## config.mk

```make
export PLATFORM = sky130hd
export DESIGN_NAME = cdb_arbiter
export DESIGN_NICKNAME = d
export VERILOG_FILES = /design/src/rtl/cdb_arbiter.sv
export SDC_FILE = /design/constraint.sdc
export NUM_CORES = 1
export LEC_CHECK = 0
export CAP_MARGIN = 10
export CORE_AREA = 3 3 121 123
export CTS_BUF_LIST = sky130_fd_sc_hd__clkbuf_2 sky130_fd_sc_hd__clkbuf_4 sky130_fd_sc_hd__clkbuf_8
export CTS_CLUSTER_SIZE = 10
export DETAILED_ROUTE_END_ITERATION = 6
export DIE_AREA = 0 0 124 126
export GPL_TIMING_DRIVEN = 1
export HOLD_SLACK_MARGIN = 0.06
export PLACE_DENSITY_LB_ADDON = 0.3
export SYNTH_ARGS = -nofsm -noshare
export SYNTH_HDL_FRONTEND = slang
export SYNTH_SLANG_ARGS = --single-unit
```

## constraint.sdc

```tcl
create_clock -name clock -period 5 [get_ports clock]
set_clock_uncertainty 0.1 [all_clocks]
set_input_delay 1.25 -clock clock [delete_from_list [all_inputs] [get_ports clock]]
set_output_delay 1.25 -clock clock [all_outputs]
set_load 0.05 [all_outputs]
```

## src/rtl/cdb_arbiter.sv

```systemverilog
// -----------------------------------------------------------------------------
// cdb_arbiter
//   Shares the single-broadcast common data bus between NUM_REQ functional-unit
//   completion requesters. Each requester owns a 1-entry holding buffer; a
//   round-robin scheduler picks one occupied buffer per cycle and drives the
//   registered CDB outputs (tag/enable to map table and RS, ROB index to ROB).
//
// Optional feature macro: CDB_ARB_BYPASS_EN
//   When defined, a requester with an empty buffer and req_valid=1 competes in
//   the same-cycle arbitration at its round-robin position; if it wins, it is
//   broadcast at the next edge without ever occupying its buffer.
//
// Ports:
//   clock        core clock, all state updates on posedge
//   reset        asynchronous active-low reset
//   req_valid    per-requester completion valid
//   req_tag      packed per-requester destination physical tags
//   req_rob_idx  packed per-requester ROB indices
//   req_ready    per-requester accept (valid & ready = accepted this cycle)
//   squash       flush all buffered and in-flight completions
//   cdb_en       registered broadcast valid
//   cdb_tag      registered broadcast physical tag
//   cdb_rob_idx  registered ROB index to mark complete
//   pending_cnt  number of occupied holding buffers
// -----------------------------------------------------------------------------
module cdb_arbiter #(
  parameter int NUM_REQ   = 4,
  parameter int TAG_W     = 6,
  parameter int ROB_IDX_W = 5
) (
  input  logic                            clock,
  input  logic                            reset,
  input  logic [NUM_REQ-1:0]              req_valid,
  input  logic [NUM_REQ*TAG_W-1:0]        req_tag,
  input  logic [NUM_REQ*ROB_IDX_W-1:0]    req_rob_idx,
  output logic [NUM_REQ-1:0]              req_ready,
  input  logic                            squash,
  output logic                            cdb_en,
  output logic [TAG_W-1:0]                cdb_tag,
  output logic [ROB_IDX_W-1:0]            cdb_rob_idx,
  output logic [$clog2(NUM_REQ+1)-1:0]    pending_cnt
);

  localparam int PTR_W = $clog2(NUM_REQ);
  localparam int CNT_W = $clog2(NUM_REQ + 1);

  logic [NUM_REQ-1:0]   buf_valid_reg;
  logic [NUM_REQ-1:0]   buf_valid_next;
  logic [TAG_W-1:0]     buf_tag_reg [NUM_REQ];
  logic [ROB_IDX_W-1:0] buf_rob_reg [NUM_REQ];
  logic [PTR_W-1:0]     rr_ptr_reg;
  logic                 cdb_en_reg;
  logic [TAG_W-1:0]     cdb_tag_reg;
  logic [ROB_IDX_W-1:0] cdb_rob_reg;
  logic [CNT_W-1:0]     pending_cnt_reg;
  logic [CNT_W-1:0]     pending_cnt_next;

  logic [TAG_W-1:0]     in_tag [NUM_REQ];
  logic [ROB_IDX_W-1:0] in_rob [NUM_REQ];

  logic [NUM_REQ-1:0]   cand;
  logic [NUM_REQ-1:0]   grant;
  logic [NUM_REQ-1:0]   accept;
  logic [NUM_REQ-1:0]   load;
  logic                 win_found;
  logic [PTR_W-1:0]     win_idx;
  logic [TAG_W-1:0]     win_tag;
  logic [ROB_IDX_W-1:0] win_rob;

  // Unpack the flat request buses into per-port views.
  generate
    for (genvar gi = 0; gi < NUM_REQ; gi++) begin : g_unpack
      assign in_tag[gi] = req_tag[gi*TAG_W +: TAG_W];
      assign in_rob[gi] = req_rob_idx[gi*ROB_IDX_W +: ROB_IDX_W];
    end
  endgenerate

`ifdef CDB_ARB_BYPASS_EN
  // An empty buffer with a live request competes directly.
  assign cand = buf_valid_reg | req_valid;
`else
  assign cand = buf_valid_reg;
`endif

  // Round-robin search starting at rr_ptr, wrapping modulo NUM_REQ.
  always_comb begin
    int               idx;
    logic [PTR_W-1:0] sel;
    grant     = '0;
    win_found = 1'b0;
    win_idx   = '0;
    idx       = 0;
    sel       = '0;
    for (int k = 0; k < NUM_REQ; k++) begin
      idx = int'(rr_ptr_reg) + k;
      if (idx >= NUM_REQ) idx = idx - NUM_REQ;
      sel = PTR_W'(idx);
      if (!win_found && cand[sel]) begin
        win_found  = 1'b1;
        win_idx    = sel;
        grant[sel] = 1'b1;
      end
    end
  end

  // Winner payload: the buffered entry always outranks the port's new input.
  always_comb begin
    win_tag = buf_tag_reg[win_idx];
    win_rob = buf_rob_reg[win_idx];
`ifdef CDB_ARB_BYPASS_EN
    if (!buf_valid_reg[win_idx]) begin
      win_tag = in_tag[win_idx];
      win_rob = in_rob[win_idx];
    end
`endif
  end

  assign req_ready = reset ? (~buf_valid_reg | grant) : '0;
  assign accept    = req_valid & req_ready;
  // A bypass winner (granted while its buffer is empty) is broadcast directly
  // and must not also be captured.
  assign load      = accept & ~(grant & ~buf_valid_reg);

  always_comb begin
    pending_cnt_next = '0;
    for (int i = 0; i < NUM_REQ; i++) begin
      buf_valid_next[i] = buf_valid_reg[i];
      if (squash)        buf_valid_next[i] = 1'b0;
      else if (load[i])  buf_valid_next[i] = 1'b1;
      else if (grant[i]) buf_valid_next[i] = 1'b0;
      pending_cnt_next = pending_cnt_next + CNT_W'(buf_valid_next[i]);
    end
  end

  always_ff @(posedge clock or negedge reset) begin
    if (!reset) begin
      buf_valid_reg   <= '0;
      rr_ptr_reg      <= '0;
      cdb_en_reg      <= 1'b0;
      cdb_tag_reg     <= '0;
      cdb_rob_reg     <= '0;
      pending_cnt_reg <= '0;
    end else begin
      buf_valid_reg   <= buf_valid_next;
      pending_cnt_reg <= pending_cnt_next;
      cdb_en_reg      <= win_found & ~squash;
      // Squash kills the broadcast but leaves the rotation where it was.
      if (win_found && !squash) begin
        cdb_tag_reg <= win_tag;
        cdb_rob_reg <= win_rob;
        rr_ptr_reg  <= (win_idx == PTR_W'(NUM_REQ - 1)) ? '0 : win_idx + 1'b1;
      end
    end
  end

  // Per-buffer payload storage.
  generate
    for (genvar gi = 0; gi < NUM_REQ; gi++) begin : g_buf
      always_ff @(posedge clock or negedge reset) begin
        if (!reset) begin
          buf_tag_reg[gi] <= '0;
          buf_rob_reg[gi] <= '0;
        end else if (load[gi]) begin
          buf_tag_reg[gi] <= in_tag[gi];
          buf_rob_reg[gi] <= in_rob[gi];
        end
      end
    end
  endgenerate

  assign cdb_en      = cdb_en_reg;
  assign cdb_tag     = cdb_tag_reg;
  assign cdb_rob_idx = cdb_rob_reg;
  assign pending_cnt = pending_cnt_reg;

endmodule

```

==> metrics.cfg <==
[route]
post_drt_wl_per_cell_microns = 20.6
ant_nets = 0
via_per_inst = 6.69
route.detailed.drc = 0
first_pass_iters = 5
vias = 6237
detail_route.iter0.violations = 785
routed_wl_mm = 19.2

[sta]
slew_headroom = 0.293
tns_ns = 0
fmax_mhz = 212
finalHoldViolations = 0
fin_crit_sh = 0.943
min_period_ns = 4.71
worst_slack_ns = 0.287
setup_viol = 0
tightest_slew_ns = 1.06
maxSlewViolCount = 0
rsz0062_at_grt = false
hold_slack_ns = 0.411

[worst_setup_path]
critical_path_arrival_ns = 3.36
cp_slowest_cell = dfrtp_1
r2r_cells = 11
rr_startpoint = rr_ptr_reg[1]
crit_chain = inv_1, ha_1, inv_1, a211o_1, a21oi_4, buf_4, o21ai_0, a31oi_1, buf_12
path_class = reg2out
slowest_delay_ns = 0.55
r2r_end = pending_cnt[1]
worst-r2r-setup-slack_ns = 0.88
cp-start-kind = flop
cp_top_family = compound AO/OA/AOI/OAI gates
path_common_cell = inv_1
cp-end-kind = output port
crit_required_ns = 3.65
path_buf_inv = 4
crit_path_max_fanout = 13

[global_routing]
grt_pass1_vias = 6003
antenna_found_initial = 0
track_usage = 0.244
grt_max_degree = 57
grt_pass1_wl_mm = 30.6
gr-total-overflow = 0

[cts]
cts-buffers-inserted = 9
clockBufferDepth = 2
worst_skew_pair.late_latency_ns = 0.37
clkTransAtPathRegs_ns = 0.07
cts_setup_buffers = 0
h-tree-depth = 3
cts_tree = yes
root_buffer = clkbuf_8
cts.repair.resized = 0
clkSinkCount = 65
holdBufCountCts = 0

[placement]
port_buffers = 69
gp_congestion = 0.856
place_inst = 916
preCtsSetupSlack_ns = 0.696
dp_hpwl_mm = 13.1

[synthesis]
synth_common_cells = dfrtp_1 (65), clkbuf_1 (58), nand2_1 (53)
synth-edff-count = 0
ys_warn_count = 0
syn-cell-area_sq_um = 6130
async_reset_ff_frac = 1.00
synth.area.top_cells = dfrtp_1 (27%), o221ai_1 (6.3%), o31a_1 (6.3%), mux2i_1 (6.0%), a22oi_1 (5.4%)
ys.flop_type = dfrtp_1
synth.avg_cell_area_sq_um = 8.42
synth_top_area_share = 0.265
ys_types = 47
synth_seq_area_share = 0.265
syn-instance-count = 729
synth_top_area_cell = dfrtp_1
ys_seq_elements = 65
post-synth-top-count-cell = dfrtp_1
synth_nets = 789

[power]
power.total_mw = 4.95
ir_worst_vdd_v = 0.000383
p_per_area_nw_per_um2 = 699
p_leak_nw = 2.75

[cells_and_area]
drive_above_1_share = 0.0824
n_antenna_cell = 0
final_cells = 932
nNetsFinal = 807
largest_register_ffs = 24
syn_to_final_growth_pct = 15.4

[worst_hold_path]
hold_path.class = reg2reg
holdCritStartpoint = cdb_tag[0]
hold_depth = 1
hold_end = cdb_tag[0]

[die]
io_pins = 70
die-area_sq_um = 15600
coreArea_sq_um = 13800
die_y_microns = 126
num_rows = 43
start_util = 0.445
die_width_microns = 124

[run_status]
status = complete, no violations

[flow_run]
maxCapViolations = 0

==> worst max path at each step <==
stage | depth (start not counted) | start | end | slack (ns)
final | 9 | rr_ptr_reg[1] | req_ready[3] | 0.29
after global routing | 9 | rr_ptr_reg[1] | req_ready[3] | 0.11
after CTS | 8 | rr_ptr_reg[1] | req_ready[2] | 0.31
after detailed placement | 8 | rr_ptr_reg[1] | req_ready[2] | 0.70
after global placement | 8 | rr_ptr_reg[1] | req_ready[1] | 0.81
after floorplan | 9 | flop | req_ready[3] | 0.45
==> power by group <==
part	internal, mW	switching [mW]
combinational	1.31	2.09
sequential	0.803	0.316
clock	0.212	0.222
==> through the flow <==
step                       util  instance area, sq um
after CTS                 0.514                  7080
after floorplan               -                  6130
final                     0.514                  7080
after global routing      0.514                  7080
after global placement    0.500                  6890
after detailed placement  0.500                  6890
==> per-layer routing <==
metal	global-route usage	share of wire
met5	0	0
met4	0.0844	0.025
met3	0.0543	0.075
met2	0.387	0.47
met1	0.327	0.43
==> layout make-up <==
| class | instances | area (sq um) |
|---|---|---|
| clock inverters | 4 | 27.5 |
| flip-flops and latches | 65 | 1630 |
| clock buffers | 12 | 159 |
| repair buffers | 90 | 886 |
| well taps | 180 | 225 |
| fillers | 1314 | 6700 |
| multi-input cells | 577 | 4140 |
| inverters | 4 | 15.0 |
==> cells in the final DEF, fill, tap and decap left out, types with 44 or more instances in the layout <==
| cell type | synthesis | layout |
|---|---|---|
| a31oi_1 | 49 | 49 |
| nand2_1 | 53 | 53 |
| and3_1 | 44 | 44 |
| o31a_1 | 44 | 44 |
| o221ai_1 | 44 | 44 |
| a22oi_1 | 44 | 44 |
| clkdlybuf4s50_1 | 0 | 64 |
| nor2b_1 | 45 | 45 |
| nor3b_1 | 44 | 44 |
| dfrtp_1 | 65 | 65 |
| nand3_1 | 45 | 45 |
| and2_1 | 44 | 44 |
==> cells by family (layout without fill, tap and decap cells) <==
group / Yosys count / after routing / share of synthesized area
compound gates: 220 / 220 / 0.275
fa+ha+maj: 9 / 9 / 0.0196
buf+inv: 87 / 110 / 0.0628
xor+xnor: 2 / 2 / 0.00286
mux: 52 / 52 / 0.0940
simple gates: 294 / 294 / 0.281
flops: 65 / 65 / 0.265
Note: power is estimated with default switching activity, not from simulation.
